===== src/rtl/add_arbiter.sv =====
// Round-robin arbiter sharing one WIDTH-bit adder between two requesters.
// Registered result carries a tag and has back-pressure. Define ADDARB_CHAIN_EN to get per-requester saved carries.
module add_arbiter #(
  parameter int unsigned WIDTH = 32
) (
  input  logic             clk,
  input  logic             rst_n,
  input  logic             Req0,
  input  logic             Req1,
  input  logic [WIDTH-1:0] In1_0,
  input  logic [WIDTH-1:0] In2_0,
  input  logic [WIDTH-1:0] In1_1,
  input  logic [WIDTH-1:0] In2_1,
  input  logic             Cin0,
  input  logic             Cin1,
  input  logic             Chain0,
  input  logic             Chain1,
  output logic             Gnt0,
  output logic             Gnt1,
  output logic [WIDTH-1:0] Sum,
  output logic             Cout,
  output logic             Tag,
  output logic             Valid,
  input  logic             ResRdy
);

  localparam int unsigned SUM_W = WIDTH + 1;

  logic             valid_q, valid_d;
  logic [WIDTH-1:0] sum_q, sum_d;
  logic             cout_q, cout_d;
  logic             tag_q, tag_d;
  logic             last_q, last_d;

  logic             slot_free_c;
  logic             accept_c;
  logic             win_c;
  logic [WIDTH-1:0] op_a_c, op_b_c;
  logic             cin_eff_c;
  logic [SUM_W-1:0] add_c;

  // Grants depend only on requests, slot state and the round-robin pointer.
  assign slot_free_c = !valid_q || ResRdy;
  assign Gnt0 = rst_n && slot_free_c && Req0 && (!Req1 || last_q);
  assign Gnt1 = rst_n && slot_free_c && Req1 && (!Req0 || !last_q);
  assign accept_c = Gnt0 || Gnt1;
  assign win_c    = Gnt1;

  assign op_a_c = win_c ? In1_1 : In1_0;
  assign op_b_c = win_c ? In2_1 : In2_0;

`ifdef ADDARB_CHAIN_EN
  logic carry0_q, carry0_d;
  logic carry1_q, carry1_d;

  assign cin_eff_c = win_c ? (Chain1 ? carry1_q : Cin1)
                           : (Chain0 ? carry0_q : Cin0);

  always_comb begin
    carry0_d = carry0_q;
    carry1_d = carry1_q;
    if (accept_c) begin
      if (win_c) carry1_d = add_c[WIDTH];
      else       carry0_d = add_c[WIDTH];
    end
  end

  always_ff @(posedge clk) begin
    if (!rst_n) begin
      carry0_q <= 1'b0;
      carry1_q <= 1'b0;
    end else begin
      carry0_q <= carry0_d;
      carry1_q <= carry1_d;
    end
  end
`else
  logic unused_chain;
  assign unused_chain = Chain0 ^ Chain1;
  assign cin_eff_c = win_c ? Cin1 : Cin0;
`endif

  assign add_c = SUM_W'(op_a_c) + SUM_W'(op_b_c) + SUM_W'(cin_eff_c);

  // A new result may overwrite one that is being drained in the same cycle.
  always_comb begin
    valid_d = valid_q;
    sum_d   = sum_q;
    cout_d  = cout_q;
    tag_d   = tag_q;
    last_d  = last_q;
    if (accept_c) begin
      valid_d = 1'b1;
      sum_d   = add_c[WIDTH-1:0];
      cout_d  = add_c[WIDTH];
      tag_d   = win_c;
      last_d  = win_c;
    end else if (valid_q && ResRdy) begin
      valid_d = 1'b0;
    end
  end

  always_ff @(posedge clk) begin
    if (!rst_n) begin
      valid_q <= 1'b0;
      sum_q   <= '0;
      cout_q  <= 1'b0;
      tag_q   <= 1'b0;
      last_q  <= 1'b1;
    end else begin
      valid_q <= valid_d;
      sum_q   <= sum_d;
      cout_q  <= cout_d;
      tag_q   <= tag_d;
      last_q  <= last_d;
    end
  end

  assign Sum   = sum_q;
  assign Cout  = cout_q;
  assign Tag   = tag_q;
  assign Valid = valid_q;

endmodule

===== config.mk =====
export PLATFORM = sky130hd
export DESIGN_NAME = add_arbiter
export DESIGN_NICKNAME = d
export VERILOG_FILES = /design/src/rtl/add_arbiter.sv
export SDC_FILE = /design/constraint.sdc
export NUM_CORES = 1
export LEC_CHECK = 0
export ABC_AREA = 1
export CORE_ASPECT_RATIO = 0.9
export CORE_MARGIN = 1
export CORE_UTILIZATION = 45
export CTS_CLUSTER_SIZE = 14
export DETAILED_ROUTE_END_ITERATION = 10
export PLACE_DENSITY = 0.87
export SKIP_CTS_REPAIR_TIMING = 1
export SLEW_MARGIN = 15
export SYNTH_ARGS = -nofsm -noshare
export SYNTH_HDL_FRONTEND = slang
export SYNTH_SLANG_ARGS = --single-unit

===== constraint.sdc =====
create_clock -name clk -period 6.5 [get_ports clk]
set_input_delay 1.625 -clock clk [delete_from_list [all_inputs] [get_ports clk]]
set_output_delay 1.625 -clock clk [all_outputs]
set_load 0.01 [all_outputs]

==> results.txt <==
Status: completed
# fillers: 974
Clock insertion delay at the later pin of the skew report: 0.29 ns
Nets: 1237
Actual slew at the worst max-slew pin: 0.587 ns
Clk sinks: 36
Crit path kind: in -> out
Max-slew violation count: 0
Final hold violations: 0
CP bufs+invs: 5
TritonCTS Buffers: 5
Worst EP required: 4.88 ns
Relative slew slack: 60.9%
Syn Nets: 1077
Vias/cell: 4.79
Largest net degree at the start of global routing: 63
Peak supply drop: 0.000127 V
Placed inst area: 6470 um2
Yosys synthesis warning count: 0
Gate Count Post-Synth: 907
Iter 0 DRT Violations: 327
Layout cells sized above 1: 3.75%
Tot Pwr: 1.12 mW
Die area: 10800 um2
First-pass GRT wire length: 22700 um
Minimum clock period: 4.93 ns
Diodes inserted: 0
Tcrit/Tclk final: 75.8%
Final Instance Area: 6610 um2
FF+latch area: 721 um2
Crit-path leading delay family: buffers and inverters
Setup-failing EPs final: 0
Number of global-route vias before repair: 5077
FF+latch count, synth: 36
P&R area growth vs syn: 40.9%
RD Place Congestion: 0.943
Antenna violations before repair: 0
Starting Density: 47.3%
Gr usage total: 26.3%
Routed wire length: 13800 um
Routed wire per std cell: 11.6 um
Core Region: 9910 um2
Synth area leaders: nand2_1 35%, dfxtp_1 15%, inv_1 13%, ha_1 8.3%, nand3_1 5.2%
Total grt overflow: 0
Top-count cell post-synth: nand2_1
Post-route DRC violation count: 0
Fmax: 203 MHz
Post-DP HPWL: 11600 um
IO buf count: 171
CP max FO: 21
Hold Crit Class: reg -> reg
Vias: 5720
Row count: 34
Arrival time worst endpoint: 3.30 ns
List of most frequent post-synthesis cells: 433 x nand2_1, 168 x inv_1, 49 x nand3_1, 39 x nor2_1, 36 x dfxtp_1
Worst-path clk slew: 0.06 ns
Die width: 110 um
Leakage: 3.85 nW
Worst path max stage delay: 0.52 ns
Max_cap viols: 0
Multi-input gate area: 3190 um2
Crit-path cells: clkdlybuf4s50_1 > inv_1 > a21oi_1 > nand2_2 > buf_4 > inv_2 > clkdlybuf4s50_1
Die Span Y: 98.9 um
Post-synth EDFFs: 0
Share of the synthesized area in the top cell type: 34.6%
Netlist Area Pre-Place: 4690 um2
CP Launch Type: input port
Area leader, netlist: nand2_1
Sequential area share after synthesis: 15.4%
Pwr dens: 169 nW/um2
CTS Root Cell: clkbuf_16
Skew final: 0.00766 ns
Boundary pin count: 174
CP dominant cell by count: clkdlybuf4s50_1
Prevailing post-synth register cell: dfxtp_1
Critical path's slowest cell: clkdlybuf4s50_1
Clock buffer depth: 2
Fin util: 66.7%
Worst Setup End Kind: output pin
Remaining antenna violation count after routing: 0
Drt pass-1 iters: 5
Setup_tns: 0 ns
Avg Cell Area, Syn: 5.17 um2
CTS H-tree lvls: 2
CTS tree: done
Ys async rst share: 0%
RSZ-0062 raised after global routing: false
Cell variety after synth: 39
==> registers in the layout (all words and copies together), names as in the netlist <==
| name | flops |
|---|---|
| Cout | 1 |
| Tag | 1 |
| last_q | 1 |
| Valid | 1 |
| Sum | 32 |
==> routing by layer <==
layer	vias to the layer above	global-route usage (%)	share of wire, %
li1	3039	-	-
met1	2425	37.9	48
met2	239	41.3	42
met3	17	2.78	9.0
met4	0	6.56	1.3
met5	-	0	0
==> area by class of cell <==
| type | count | area share [%] |
|---|---|---|
| sequential | 36 | 10.9 |
| multi-input combinational | 676 | 48.3 |
| clock inverter | 3 | 0.284 |
| inverter | 172 | 9.77 |
| clock buffer | 5 | 1.89 |
| timing repair buffer | 176 | 26.5 |
| tap | 126 | 2.38 |
==> tightest hold or removal path, cell delays in order, from the launching register on <==
cell     delay (ns)
dfxtp_1        0.31
nand3_1        0.09
nand2_1        0.05
==> per-stage QoR <==
stage	setup slack [ns]	hold slack [ns]	instances
3_3_place_gp	1.52	0.456	1186
2_1_floorplan	2.50	0.452	907
4_1_cts	1.56	0.500	1194
5_1_grt	1.32	0.525	1194
3_5_place_dp	1.46	0.492	1186
6_report	1.57	0.499	1194
==> final timing paths <==
check	slack, ns	cells after the start	end	start
setup / recovery	1.57	7	Gnt1	Req1
hold / removal	0.50	2	Tag$_SDFFE_PN0P_	Tag$_SDFFE_PN0P_
setup reg to reg	3.23	20	Sum[31]$_SDFFE_PN0P_	last_q$_SDFFE_PN1P_
hold reg to reg	0.50	2	Tag$_SDFFE_PN0P_	Tag$_SDFFE_PN0P_
==> cell families after synthesis <==
kind of cell,synth area share (%)
and+or+nand+nor,49.0
buffers and inverters,16.5
muxes,0.640
xor gates and xnor gates,1.12
adders and majority gates,9.12
AOI/OAI and AO/OA,8.24
DFF,15.4
==> power breakdown <==
part | switching (mW) | internal (mW) | leakage, nW | total [mW]
logic | 0.346 | 0.270 | 3.48 | 0.617
clock network | 0.0983 | 0.141 | 0.0736 | 0.240
registers | 0.0137 | 0.247 | 0.298 | 0.261
total | 0.458 | 0.659 | 3.85 | 1.12
==> placed cells by master (no fill, tap or decap), types with 3 or more instances in the layout <==
master,netlist,layout
nor2_2,4,4
a31oi_1,4,4
buf_4,2,5
and2_1,3,3
or2_0,4,4
nand2_1,433,433
nand3_1,49,49
nand3_2,3,3
xor2_1,5,5
dfxtp_1,36,36
or2_1,4,4
a21oi_1,25,25
o21bai_1,4,4
clkdlybuf4s50_1,0,171
nor2_1,39,39
nand2_2,13,13
ha_1,31,31
clkbuf_16,0,5
nor3_1,5,5
inv_1,168,168
inv_2,4,4
o21ai_0,30,30
mux2i_1,3,3
No activity file was read; power rests on OpenSTA's default activity.
==> edit: new RTL, same flow settings <==
`WIDTH`: 32 -> 48.
--- a/src/rtl/add_arbiter.sv
+++ b/src/rtl/add_arbiter.sv
@@ -1,7 +1,7 @@
 // Round-robin arbiter sharing one WIDTH-bit adder between two requesters.
 // Registered result carries a tag and has back-pressure. Define ADDARB_CHAIN_EN to get per-requester saved carries.
 module add_arbiter #(
-  parameter int unsigned WIDTH = 32
+  parameter int unsigned WIDTH = 48
 ) (
   input  logic             clk,
   input  logic             rst_n,
Ports: changed (5 resized); port bits go from 174 to 254. No check against the original RTL was run, so the function may have changed too.
==> edit against the unedited design <==
- first-iteration DRC count is 130% higher
- non-clock buffer count up 82
- total power is 57% higher
- area after synthesis up 55%
- worst setup slack worse by 0.30 ns
- design area rose by 53%
- routed wire length grew 84%
- sequential cell count up 16
- critical endpoint is now Cout
- highest routed layer unchanged
==> edit: results (changes against the unedited design) <==
Run status
  • Status: finished clean

Synthesis
  • Yosys warns: 0 (unchanged)
  • Register area share after synthesis: 0.143 (-0.0108)
  • Top cells by area, synth: nand2_1 (36%), dfxtp_1 (14%), inv_1 (14%)
  • Post-synthesis cell type count: 35 (-10%)
  • Ys flop type: dfxtp_1
  • Post-synth ARST share: 0 (unchanged)
  • Syn_nets: 1710 (+59%)
  • Commonest cells post-synth: nand2_1 (703), inv_1 (272), nor2_1 (101)

Placement
  • Port bufs: 251 (+47%)
  • Hpwl dp: 21100 um (+82%)
  • Routability cong.: 0.982 (+4.1%)
  • Placed Area: 9950 sq um (+54%)

Power and ir drop
  • Leak: 5.75 nW (+49%)
  • Worst VDD drop: 0.136 mV (+7.0%)

Final layout
  • Layout Nets: 1939 (+57%)
  • Number of flip-flops in the largest register: 48 (+50%)
  • Share of cells above drive strength 1: 0.0213 (-0.0162)

Detailed routing
  • Detailed Route WL: 25500 um (+84%)
  • Via density: 4.88 (+1.8%)
  • 1st-pass router iterations: 5 (unchanged)
  • DRT iter0 DRCs: 765 (+130%)

Global routing
  • GRT Resource Usage Total: 0.298 (+0.0351)
  • Vias in the first global route: 8142 (+60%)
  • Global-route wire length before repair: 38800 um (+71%)
  • Largest net degree at the start of global routing: 65 (+3.2%)

Clock network
  • Num CTS Buffers: 5 (unchanged)
  • Skew-Pair Late Insertion Delay: 0.31 ns (+0.02 ns)
  • CTS clk-pin slew, worst paths: 0.08 ns (+0.02 ns)
  • Root buffer cell: clkbuf_16
  • Clock tree buffer depth: 2 (unchanged)

Timing
  • Setup Skew: 0.00755 ns (-0.000107 ns)
  • Slew @ Worst Pin: 0.931 ns (+0.344 ns)

Worst setup path
  • Crit path DAT: 5.43 ns (+2.13 ns)
  • Family with the most delay on the worst path: simple AND/OR/NAND/NOR gates
  • Crit-path max FO: 51 (+140%)
## edit: cell families after synthesis
group,count (synthesis),synth area share
AOI/OAI and AO/OA,117,0.0898
buffers and inverters,317,0.168
xor gates and xnor gates,11,0.0132
muxes,3,0.00412
DFF,52,0.143
adders and majority gates,49,0.0862
and+or+nand+nor,911,0.496
## edit: cell type report
class / instances / area [sq um]
Clock buffer: 5 / 125
Clock inverter: 3 / 33.8
Fill cell: 1536 / 5490
Inverter: 281 / 1050
Multi-Input combinational cell: 1091 / 5020
Sequential cell: 52 / 1040
Tap cell: 202 / 253
Timing Repair Buffer: 258 / 2580
## edit: per-layer routing
layer | track usage | vias up | part of all wire
li1 | - | 4844 | -
met1 | 0.421 | 4002 | 0.47
met2 | 0.467 | 353 | 0.41
met3 | 0.0558 | 25 | 0.11
met4 | 0.0625 | 0 | 0.014
met5 | 0 | - | 0
## edit: tightest hold or removal path, delay by kind of cell, from the launching register on
family | cells | cell delay (ns)
and+or+nand+nor | 1 | 0.05
AOI/OAI and AO/OA | 1 | 0.07
DFF | 1 | 0.32
## edit: power by group
part	switching, mW	internal [mW]	total (mW)
Sequential	0.0271	0.361	0.388
Combinational	0.625	0.438	1.06
Clock	0.151	0.149	0.300
Total	0.803	0.948	1.75
## edit: path summary, 6_finish.rpt
check                           cells after the start   start  slack (ns)  endpoint
worst max-delay path                               22    Req1        1.27      Cout
worst min-delay path                                2     Tag        0.48       Tag
worst max register to register                     20  last_q        2.78      Cout
worst min register to register                      2     Tag        0.48       Tag
## edit: metrics by stage
| stage | power, mW | std cells | hold WS (ns) | worst slack [ns] | util |
|---|---|---|---|---|---|
| 2_1_floorplan | 1.03 | 1460 | 0.449 | 2.30 | - |
| 3_3_place_gp | 1.42 | 1884 | 0.461 | 1.07 | 0.638 |
| 3_5_place_dp | 1.44 | 1884 | 0.469 | 1.02 | 0.638 |
| 4_1_cts | 1.74 | 1892 | 0.485 | 1.34 | 0.648 |
| 5_1_grt | 1.88 | 1892 | 0.507 | 0.980 | 0.648 |
| 6_report | 1.75 | 1892 | 0.481 | 1.27 | 0.648 |
